File: src/rtl/riscv_pkg.sv
// Shared datapath constants and helpers used by the stream demux and its channel buffers.
package riscv_pkg;

    localparam int unsigned DEMUX_WAYS  = 4;
    localparam int unsigned DEMUX_SEL_W = 2;
    localparam int unsigned DEMUX_DEPTH = 2;

    typedef logic [DEMUX_SEL_W-1:0] demux_sel_t;

    // Same encoding as the 4:1 datapath mux: sel k selects way k.
    function automatic logic [DEMUX_WAYS-1:0] sel_onehot(input demux_sel_t sel);
        logic [DEMUX_WAYS-1:0] oh;
        oh      = '0;
        oh[sel] = 1'b1;
        return oh;
    endfunction

endpackage

File: src/rtl/demux_chan_buf.sv
// Two-entry register FIFO for one demux output channel; head word is always a registered value.
module demux_chan_buf
    import riscv_pkg::*;
#(
    parameter int unsigned N = 32
) (
    input  logic         clk,
    input  logic         rst_n,
    input  logic         clr,
    input  logic         push,
    input  logic [N-1:0] din,
    input  logic         pop,
    output logic [N-1:0] dout,
    output logic         valid,
    output logic         full
);

    logic [N-1:0] mem_q [DEMUX_DEPTH];
    logic         wr_ptr_q;
    logic         rd_ptr_q;
    logic [1:0]   cnt_q;
    logic [1:0]   cnt_d;
    logic         do_push;
    logic         do_pop;

    assign valid = (cnt_q != 2'd0);
    assign full  = (cnt_q == 2'(DEMUX_DEPTH));
    assign dout  = mem_q[rd_ptr_q];

    // A full buffer refuses pushes even when popped in the same cycle (no pass-through).
    assign do_push = push & ~full & ~clr;
    assign do_pop  = pop & valid;

    always_comb begin
        cnt_d = cnt_q;
        if (clr) begin
            cnt_d = 2'd0;
        end else begin
            cnt_d = cnt_q + {1'b0, do_push} - {1'b0, do_pop};
        end
    end

    always_ff @(posedge clk or negedge rst_n) begin
        if (!rst_n) begin
            for (int i = 0; i < DEMUX_DEPTH; i++) begin
                mem_q[i] <= '0;
            end
            wr_ptr_q <= 1'b0;
            rd_ptr_q <= 1'b0;
            cnt_q    <= 2'd0;
        end else begin
            if (do_push) begin
                mem_q[wr_ptr_q] <= din;
            end
            if (clr) begin
                wr_ptr_q <= 1'b0;
                rd_ptr_q <= 1'b0;
            end else begin
                if (do_push) begin
                    wr_ptr_q <= ~wr_ptr_q;
                end
                if (do_pop) begin
                    rd_ptr_q <= ~rd_ptr_q;
                end
            end
            cnt_q <= cnt_d;
        end
    end

endmodule

File: src/rtl/stream_demux4.sv
// Steers one producer stream to one of four independently buffered consumer channels.
module stream_demux4
    import riscv_pkg::*;
#(
    parameter int unsigned N = 32
) (
    input  logic                  clk,
    input  logic                  rst_n,
    input  logic                  flush,
    input  logic                  in_valid,
    output logic                  in_ready,
    input  logic [N-1:0]          in_data,
    input  demux_sel_t            in_sel,
    output logic [DEMUX_WAYS-1:0] out_valid,
    input  logic [DEMUX_WAYS-1:0] out_ready,
    output logic [N-1:0]          out_data0,
    output logic [N-1:0]          out_data1,
    output logic [N-1:0]          out_data2,
    output logic [N-1:0]          out_data3,
    output logic                  busy
);

    logic [N-1:0]          head [DEMUX_WAYS];
    logic [DEMUX_WAYS-1:0] full;
    logic [DEMUX_WAYS-1:0] push_vec;

    // Ready depends only on select and registered fill state, never on in_valid/out_ready.
    assign in_ready = ~flush & ~full[in_sel];
    assign push_vec = (in_valid && in_ready) ? sel_onehot(in_sel) : '0;

    for (genvar k = 0; k < DEMUX_WAYS; k++) begin : g_chan
        demux_chan_buf #(
            .N (N)
        ) u_buf (
            .clk   (clk),
            .rst_n (rst_n),
            .clr   (flush),
            .push  (push_vec[k]),
            .din   (in_data),
            .pop   (out_ready[k]),
            .dout  (head[k]),
            .valid (out_valid[k]),
            .full  (full[k])
        );
    end

    assign out_data0 = head[0];
    assign out_data1 = head[1];
    assign out_data2 = head[2];
    assign out_data3 = head[3];
    assign busy      = |out_valid;

endmodule

File: config.mk
export PLATFORM = sky130hd
export DESIGN_NAME = stream_demux4
export DESIGN_NICKNAME = d
export VERILOG_FILES = /design/src/rtl/riscv_pkg.sv /design/src/rtl/demux_chan_buf.sv /design/src/rtl/stream_demux4.sv
export SDC_FILE = /design/constraint.sdc
export NUM_CORES = 1
export LEC_CHECK = 0
export BUFFER_PORTS_ARGS = -buffer_cell sky130_fd_sc_hd__buf_4
export CORE_UTILIZATION = 45
export DETAILED_ROUTE_END_ITERATION = 10
export PLACE_DENSITY = 0.75
export SLEW_MARGIN = 25
export SYNTH_ARGS = -nofsm -noshare
export SYNTH_HDL_FRONTEND = slang
export SYNTH_HIERARCHICAL = 1
export SYNTH_SLANG_ARGS = --single-unit
File: constraint.sdc
create_clock -name clk -period 2.2 [get_ports clk]
set_input_delay 0.22 -clock clk [delete_from_list [all_inputs] [get_ports clk]]
set_output_delay 0.22 -clock clk [all_outputs]
set_load 0.01 [all_outputs]
==> After elaboration in Yosys (flattened, before gate mapping) <==
Cells that the tools add are included.
W data, S select, Z words.
{ "op_classes": {"n_addsub": 8, "order_cmp": 14, "eq_ne": 4, "muxes": 49, "n_bitwise": 35, "reduce_logical": 19} }
{ "op_table": {"columns": ["op", "n"], "rows": [
  ["$mux W32", 16],
  ["$bwmux W64", 4],
  ["$demux W32 S1", 4],
  ["$reduce_bool A2 Y1", 12],
  ["$mux W1", 18],
  ["$ge A2 B2 Y1 const B", 8],
  ["$not A1 Y2", 8],
  ["$not A1 Y1", 14],
  ["$and A1 B1 Y1", 13],
  ["$add A2 B1 Y2", 4],
  ["$eq A2 B2 Y1 const B", 4],
  ["$lt A2 B1 Y1 const B", 4],
  ["$mux W2", 4],
  ["$sub A2 B1 Y2", 4],
  ["$logic_and A1 B1 Y1", 6],
  ["$mux W4", 1],
  ["$reduce_or A4 Y1", 1],
  ["$lt A2 B3 Y1 const B", 1],
  ["$bmux W1 S2", 1],
  ["$demux W1 S2", 1],
  ["$ge A2 B1 Y1 const B", 1]
]} }
{ "word_totals": {"regBits": 272, "inputBits": 42, "output_inout_bits": 134, "wordCells": 149} }

==> Depth between registers and ports, before layout <==
Gate-level depths: netlist (run 1).
{ "logic_depth": {"word_depth": 12, "ltp_mapped": 10} }

==> By module <==
Netlist (run 1), hierarchy kept.
{ "modules_own_cells": {"columns": ["mod", "instances", "cells_each", "area_each_um2", "seq_area_each_um2"], "rows": [
  ["demux_chan_buf", 4, 195, 3148.0, 1701.6],
  ["stream_demux4", 1, 9, 80.1, 0.0]
]} }

==> Worst setup path before layout (run 1) <==
No wires, ideal clock.
{ "synth_path": {"path_kind": "input -> register", "from": "input in_sel[0]", "to": "register g_chan[2].u_buf.cnt_q[1]", "setup_ns": 0.086, "arrival_ns": 2.091, "required_ns": 2.114, "path_slack_ns": 0.023, "stages": 10, "path_buffers": 0, "cell_sequence": "or3b_1 > nor3b_2 > inv_1 > or3_1 > ha_1 > inv_1 > ha_1 > xor2_1 > and2_1 > nor3_1"} }
{ "synth_between": {"elab_chain_cells": 11, "elab_cells_between_ends": 16, "classes_between": "add/sub: 2; order compare: 2; mux: 6; bitwise: 4; reduce/logical: 2"} }
{ "synth_rtl": {"columns": ["item", "line", "source"], "rows": [
  ["from (decl)", "stream_demux4.sv:13", "input demux_sel_t in_sel,"],
  ["branches (longest 5 deep; another with $lt A2 B3 Y1)", null, null],
  ["$mux W4 *", "stream_demux4.sv:29", "assign push_vec = (in_valid && in_ready) ? sel_onehot(in_sel) : '0;"],
  ["via push_vec[2]", "stream_demux4.sv:25", "logic [DEMUX_WAYS-1:0] push_vec;"],
  ["$and A1 B1 Y1 * (2 in series)", "demux_chan_buf.sv:31", "assign do_push = push & ~full & ~clr;"],
  ["$add A2 B1 Y2 *", "demux_chan_buf.sv:39", "cnt_d = cnt_q + {1'b0, do_push} - {1'b0, do_pop};"],
  ["$sub A2 B1 Y2 *", "demux_chan_buf.sv:39", null],
  ["$mux W2 *", "demux_chan_buf.sv:36", "if (clr) begin"],
  ["via g_chan[2].u_buf.cnt_d[1]", "demux_chan_buf.sv:22", "logic [1:0] cnt_d;"],
  ["to (signal assigned)", "demux_chan_buf.sv:66", "cnt_q <= cnt_d;"],
  ["to (decl)", "demux_chan_buf.sv:21", "logic [1:0] cnt_q;"]
]} }
Mark *: on every way through the listed nets, which the timed path passes. The select of a mux whose other input is x is not followed.
A chain may end at the register's enable or synchronous reset.

==> Worst setup path after layout (run 1) <==
{ "layout_path": {"from": "register g_chan[2].u_buf.cnt_q[1]", "to": "register g_chan[2].u_buf.cnt_q[1]"} }
{ "layout_between": {"elab_chain_cells": 12, "elab_cells_between_ends": 15, "classes_between": "add/sub: 2; eq/ne: 1; mux: 4; bitwise: 6; reduce/logical: 2"} }
{ "layout_rtl": {"columns": ["item", "line", "source"], "rows": [
  ["$eq A2 B2 Y1", "demux_chan_buf.sv:27", "assign full = (cnt_q == 2'(DEMUX_DEPTH));"],
  ["via full[2]", "stream_demux4.sv:24", "logic [DEMUX_WAYS-1:0] full;"],
  ["$bmux W1 S2", "stream_demux4.sv:28", "assign in_ready = ~flush & ~full[in_sel];"],
  ["$mux W1 (implied by the code)", "stream_demux4.sv:28", null],
  ["$not A1 Y1", "stream_demux4.sv:28", null],
  ["$and A1 B1 Y1", "stream_demux4.sv:28", null],
  ["$logic_and A1 B1 Y1", "stream_demux4.sv:29", null],
  ["$mux W4", "stream_demux4.sv:29", null],
  ["via push_vec[2]", "stream_demux4.sv:25", null],
  ["$and A1 B1 Y1 (2 in series)", "demux_chan_buf.sv:31", null],
  ["$add A2 B1 Y2", "demux_chan_buf.sv:39", null],
  ["$sub A2 B1 Y2", "demux_chan_buf.sv:39", null],
  ["$mux W2", "demux_chan_buf.sv:36", null],
  ["via g_chan[2].u_buf.cnt_d[1]", "demux_chan_buf.sv:22", null]
]} }
The timed path passes the listed nets, and every way through them passes these cells. The select of a mux whose other input is x is not followed.

==> impl_metrics.json, run 1 <==
{
  "outcome": "completed",
  "relSlewSlack_pct": 63.7,
  "grt_setup_unrepaired": "true",
  "synth_edf_count": 0,
  "dieArea_sq_mm": 0.0288,
  "ys_top_cells_by_area": "dfrtp_1 54%, mux2_2 23%, mux2_4 14%",
  "numClockSinks": 272,
  "post-route-worst-setup-slack_ns": 0.0260,
  "finalSetupTns_ns": 0,
  "clkPwrFrac_pct": 24.5,
  "yosysSeqAreaShare_pct": 53.7,
  "multiInputGateArea_sq_mm": 0.00557,
  "cp.arrival_ns": 2.62,
  "sequentialPowerShare_pct": 34.4,
  "area_growth_pct": 27.2,
  "grt_pass1_wl_mm": 44.6,
  "overflow": 0,
  "synth_nets": 839,
  "ant_nets": 0,
  "nNetsFinal": 1080,
  "finalWeightedCongestion": 0.748,
  "synth_adder_area_share_pct": 0.790,
  "yosys.area_share.xor_xnor_pct": 0.553,
  "clock_path_buffers": 3,
  "timing.fmax_ghz": 0.460,
  "intPower_mw": 14.5,
  "critPathKind": "reg -> reg",
  "critical_path.slowest_cell": "dfrtp_1",
  "p_sw_mw": 6.28,
  "async_flop_share_pct": 100,
  "fp.coreArea_sq_mm": 0.0277,
  "placementRows": 61,
  "yosysTopAreaCell": "dfrtp_1",
  "timing.max_cap.violations": 0,
  "wl_per_cell_um": 20.0,
  "power_density_mw_per_mm2": 1290,
  "synth_seq_cells": 272,
  "required_ns": 2.65,
  "ir_drop_mv": 0.985,
  "drtPass1Iterations": 4,
  "fin_area_sq_mm": 0.0161,
  "avgViaCountPerCell": 5.10,
  "synth_top_family_by_area": "multiplexers",
  "ys_top_cells_by_count": "272 x dfrtp_1, 256 x mux2_2, 120 x mux2_4, 16 x clkbuf_1",
  "synthSimpleGateAreaFrac_pct": 3.10,
  "r2r_cells": 10,
  "io_buffers": 175,
  "drtIter0Drc": 330,
  "syn_area_sq_mm": 0.0127,
  "worst_setup_path_end_kind": "register",
  "synth_compound_area_share_pct": 0.553,
  "critPathBufInv": 2,
  "ys_warn_count": 6,
  "cts_root_buf": "clkbuf_16",
  "routed_wl_mm": 28.6,
  "place_area_sq_mm": 0.0146,
  "htreeDepth": 1,
  "synth.top_cell.area_share_pct": 53.7,
  "cts_buffers": 29,
  "clk_latency_ns": 0.54,
  "fin_total_pwr_mw": 20.8,
  "antenna_found_initial": 0,
  "drive_above_1_share_pct": 65.7,
  "ys.flop_type": "dfrtp_1",
  "syn_area_per_cell_sq_um": 16.1,
  "finalMaxSlewViolations": 0,
  "track_usage_pct": 20.0,
  "combPwrFrac_pct": 41.1,
  "hold_viol_final": 0,
  "ys_types": 30,
  "syn_inst": 789,
  "fillers": 2149,
  "whs_ns": 0.0230,
  "vias": 7279,
  "cts.clk_slew.worst_paths_ns": 0.06,
  "die_height_um": 170,
  "drcViolationCount": 0,
  "grt_pass1_vias": 7711,
  "critical_path.cell_chain": "nor2b_4 > nor3b_2 > inv_1 > or3_1 > ha_1 > inv_2 > ha_4 > xor2_4 > and2_4 > nor3_2",
  "synth_mux_area_share_pct": 37.9,
  "hold_start": "in_data[13]",
  "critPathMaxFanout": 2,
  "crit_start": "g_chan[2].u_buf/cnt_q[1]$_DFF_PN0_",
  "dp_hpwl_mm": 18.2,
  "hold_class": "in -> reg",
  "synth_most_common_cell": "dfrtp_1",
  "switching_share_pct": 30.2,
  "grt_max_degree": 67,
  "period_share_pct": 98.8,
  "tightest_slew_ns": 0.545,
  "start_util_pct": 45.7,
  "cts_tree": "yes",
  "regToRegStartpoint": "g_chan[2].u_buf/cnt_q[1]$_DFF_PN0_",
  "ioPinCount": 176,
  "hold_depth": 2,
  "cp.depth": 10,
  "slowest_delay_ns": 0.39,
  "setup_viol": 0,
  "min_period_ns": 2.17,
  "crit_path_start_kind": "register",
  "die_w_um": 170,
  "crit_family": "simple AND/OR/NAND/NOR gates",
  "fin_worst_skew_ns": 0.0169,
  "diodes": 0,
  "p_leak_nw": 7.92,
  "register_area_sq_mm": 0.00681,
  "post-place-ws_ns": -0.186
}
per-layer routing:
| layer | GRT usage [%] | routed length (um) |
|---|---|---|
| met4 | 5.13 | 529 |
| met3 | 2.98 | 1130 |
| met2 | 32.5 | 13700 |
| met1 | 28.1 | 13200 |
| met5 | 0 | 0 |
state kept, by name, indices dropped and copies added, names as in the netlist:
register / count
g_chan.u_buf/cnt_q: 8
g_chan.u_buf/mem_q: 256
g_chan.u_buf/rd_ptr_q: 4
g_chan.u_buf/wr_ptr_q: 4
cells by family (layout without fill, tap and decap cells):
group	after synthesis	in the layout
AOI/OAI and AO/OA	12	12
xor gates and xnor gates	8	8
adders and majority gates	8	8
buffers and inverters	52	312
DFF	272	272
muxes	385	385
and+or+nand+nor	52	52
what timing repair did:
action	in CTS	in global routing
endpoints found under the setup margin	2	143
buffers inserted	5	3
gates resized for setup	2	31
hold buffers	30	0
endpoints found under the hold margin	278	0
pin swaps	0	18
path summary, 6_finish.rpt:
check	to	slack (ns)
hold / removal	g_chan[1].u_buf/mem_q[13]$_DFFE_PN0P_	0.02
setup reg to reg	g_chan[2].u_buf/cnt_q[1]$_DFF_PN0_	0.03
min in group asynchronous	g_chan[2].u_buf/mem_q[56]$_DFFE_PN0P_	0.25
max in group asynchronous	g_chan[1].u_buf/mem_q[9]$_DFFE_PN0P_	1.20
hold reg to reg	g_chan[1].u_buf/mem_q[50]$_DFFE_PN0P_	0.49
setup / recovery	g_chan[2].u_buf/cnt_q[1]$_DFF_PN0_	0.03
cell type report:
type / instances / share of cell area, %
repair buffers: 254 / 13.7
well taps: 378 / 2.93
multi-input cells: 465 / 34.6
clock buffers: 44 / 5.60
flip-flops and latches: 272 / 42.3
clock inverters: 6 / 0.675
inverters: 8 / 0.186
cells in the final DEF, fill, tap and decap left out, types with 3 or more instances in the layout:
cell type / n
clkbuf_8: 12
a21oi_1: 4
mux2_1: 8
clkbuf_16: 29
bufinv_16: 3
buf_12: 16
nor2b_4: 4
nor2_1: 7
buf_4: 200
xnor2_1: 4
or3_1: 8
ha_1: 6
nor2b_1: 4
clkbuf_1: 3
nor3_2: 6
buf_6: 7
mux2_4: 120
o21a_1: 4
o21ai_0: 4
or4b_4: 4
dfrtp_2: 6
dfrtp_1: 266
or2_4: 3
nor4_4: 4
dlygate4sd3_1: 30
mux2_2: 256
inv_1: 6
power by group through the flow:
| stage | Clock [mW] | Combinational (mW) | Sequential, mW |
|---|---|---|---|
| after floorplan | 0 | 4.63 | 6.92 |
| after global placement | 0 | 8.10 | 7.15 |
| after detailed placement | 0 | 8.17 | 7.23 |
| after CTS | 5.21 | 8.37 | 7.14 |
| after global routing | 5.43 | 9.11 | 7.34 |
| final | 5.10 | 8.56 | 7.15 |
metrics by stage:
step / util (%) / std cells
after floorplan: - / 789
after global routing: 58.2 / 1427
after detailed placement: 52.7 / 1339
final: 58.2 / 1427
after global placement: 52.7 / 1339
after CTS: 57.6 / 1424
Power figures use the tool's default switching activity.
==> run 2: changes to the inputs <==
CTS_BUF_LIST = sky130_fd_sc_hd__clkbuf_4 sky130_fd_sc_hd__clkbuf_8 sky130_fd_sc_hd__clkbuf_16   (was default)
PLACE_DENSITY = 0.73   (was 0.75)
SLEW_MARGIN = 20   (was 25)
clock period = 2.55 ns   (was 2.2 ns; I/O delays follow)
==> run 2 against run 1 <==
  * Critical path depth unchanged
  * Sequential share of layout area increased by 1.5 points
  * Maximum frequency decreased by 9.6%
  * Clock skew decreased by 0.0070 ns
  * Flip-flop and latch count unchanged
  * Power decreased by 16%
  * Non-clock buffer count decreased by 45
  * Clock power decreased by 15%
  * Largest cell class unchanged
  * Hold slack improved by 0.00072 ns
  * First-iteration DRC count increased by 0.30%
  * Final cell count decreased by 3.0%
==> impl_metrics.json, run 2 (synthesis gave the netlist of run 1 again) <==
{
  "start_util_pct": 45.7,
  "finalMaxSlewViolations": 0,
  "hold_start": "in_data[0]",
  "die_height_um": 170,
  "wl_per_cell_um": 20.1,
  "fp.coreArea_sq_mm": 0.0277,
  "fin_worst_skew_ns": 0.00992,
  "clk_latency_ns": 0.53,
  "timing.max_cap.violations": 0,
  "die_w_um": 170,
  "ir_drop_mv": 0.674,
  "r2r_cells": 10,
  "timing.rr.end": "g_chan[3].u_buf/cnt_q[1]$_DFF_PN0_",
  "largest_reg_flops": 256,
  "antenna_found_initial": 0,
  "nNetsFinal": 1035,
  "fin_area_sq_mm": 0.0156,
  "drcViolationCount": 0,
  "cts_tree": "yes",
  "cts.clk_slew.worst_paths_ns": 0.06,
  "cts_buffers": 29,
  "diodes": 0,
  "dieArea_sq_mm": 0.0288,
  "area_growth_pct": 22.8,
  "timing.fmax_ghz": 0.416,
  "grt_pass1_wl_mm": 43.5,
  "hold_depth": 2,
  "clock_path_buffers": 3,
  "p_leak_nw": 7.69,
  "htreeDepth": 1,
  "fin_total_pwr_mw": 17.5,
  "timing.reg2reg.setup_slack_ns": 0.14,
  "vias": 7068,
  "worst_setup_path_end_kind": "register",
  "layout_common_cells": "268 x dfrtp_1, 256 x mux2_2, 187 x buf_4",
  "io_buffers": 175,
  "tightest_slew_ns": 0.579,
  "regToRegStartpoint": "g_chan[3].u_buf/cnt_q[1]$_DFF_PN0_",
  "place_area_sq_mm": 0.0144,
  "critPathMaxFanout": 7,
  "numClockSinks": 272,
  "outcome": "completed",
  "drtIter0Drc": 331,
  "critPathKind": "reg -> reg",
  "final_common_cell": "dfrtp_1",
  "ant_nets": 0,
  "overflow": 0,
  "min_period_ns": 2.41,
  "routed_wl_mm": 27.8,
  "reg.largest.list": "g_chan.u_buf/mem_q (256), g_chan.u_buf/cnt_q (8)",
  "finalWeightedCongestion": 0.734,
  "required_ns": 3.00,
  "hold_class": "in -> reg",
  "largest_register": "g_chan.u_buf/mem_q",
  "grt_max_degree": 71,
  "post-route-worst-setup-slack_ns": 0.145,
  "grt_setup_unrepaired": "false",
  "dp_hpwl_mm": 17.8,
  "hold_end": "g_chan[1].u_buf/mem_q[0]$_DFFE_PN0P_",
  "hold_viol_final": 0,
  "track_usage_pct": 19.5,
  "grt_pass1_vias": 7519,
  "placementRows": 61,
  "setup_viol": 0,
  "relSlewSlack_pct": 61.4,
  "avgViaCountPerCell": 5.11,
  "post-place-ws_ns": 0.0991,
  "drive_above_1_share_pct": 65.1,
  "drtPass1Iterations": 4,
  "finalSetupTns_ns": 0,
  "power_density_mw_per_mm2": 1120,
  "cp.arrival_ns": 2.85,
  "crit_path_start_kind": "register",
  "period_share_pct": 94.3,
  "ioPinCount": 176,
  "cts_root_buf": "clkbuf_16"
}
## run 2: cell count changes in the layout (fill, tap and decap cells not counted), sizes merged
cell / delta
dlygate4sd3: -22
clkinv: +3
dlymetal6s4s: +1
inv: -1
buf: -24
## run 2: how the worst max path moves through the flow
stage               slack [ns]                          startpoint                            endpoint  cells after the start
finish                    0.14  g_chan[3].u_buf/cnt_q[1]$_DFF_PN0_  g_chan[3].u_buf/cnt_q[1]$_DFF_PN0_                     10
global route              0.02  g_chan[3].u_buf/cnt_q[1]$_DFF_PN0_  g_chan[3].u_buf/cnt_q[1]$_DFF_PN0_                     10
detailed placement         0.1                           in_sel[0]  g_chan[2].u_buf/cnt_q[1]$_DFF_PN0_                     11
CTS                       0.06                               flush  g_chan[2].u_buf/cnt_q[1]$_DFF_PN0_                     12
floorplan                 0.34                           in_sel[0]  g_chan[2].u_buf/cnt_q[1]$_DFF_PN0_                     10
global placement          0.12                           in_sel[0]  g_chan[2].u_buf/cnt_q[1]$_DFF_PN0_                     11
## run 2: through the flow
stage	utilization [%]	hold WS [ns]	cells
4_1_cts	56.0	0.000327	1383
3_5_place_dp	52.1	0.271	1322
6_report	56.2	0.0237	1384
5_1_grt	56.2	0.0137	1384
2_1_floorplan	-	-0.0406	789
3_3_place_gp	52.1	0.267	1322
## run 2: metal layers
metal	part of all wire [%]	global-route usage, %	vias to the layer above
li1	-	-	3214
met2	47	30.9	156
met1	46	27.6	3660
met3	4.9	3.84	38
met5	0	0	-
met4	1.7	4.66	0
## run 2: final cells by class
cell class                 count  area [sq um]
inverter                       8          30.0
fill                        2220         12100
multi-input combinational    465          5490
clock inverter                 8           119
clock buffer                  44           888
timing repair buffer         209          1750
tap                          378           473
sequential                   272          6810
## run 2: critical path, cell delays in order, from the launching register on
cell and delay, ns:
dfrtp_1 0.41, nor2b_4 0.17, nor3b_1 0.23, inv_1 0.15
or3_1 0.41, ha_1 0.30, inv_1 0.05, ha_1 0.18
xor2_1 0.15, and2_1 0.15, nor3_1 0.11
## run 2: what timing repair did
item / CTS / global route
endpoints found under the setup margin: 0 / 2
buffers inserted: 0 / 2
hold endpoints to repair: 86 / 0
hold buffers: 9 / 0
gates resized for setup: 0 / 7
## run 2: report_power, final
group | internal [mW] | switching, mW | total [mW]
combinational | 4.04 | 2.85 | 6.89
sequential | 5.50 | 0.746 | 6.24
clock | 2.69 | 1.67 | 4.36
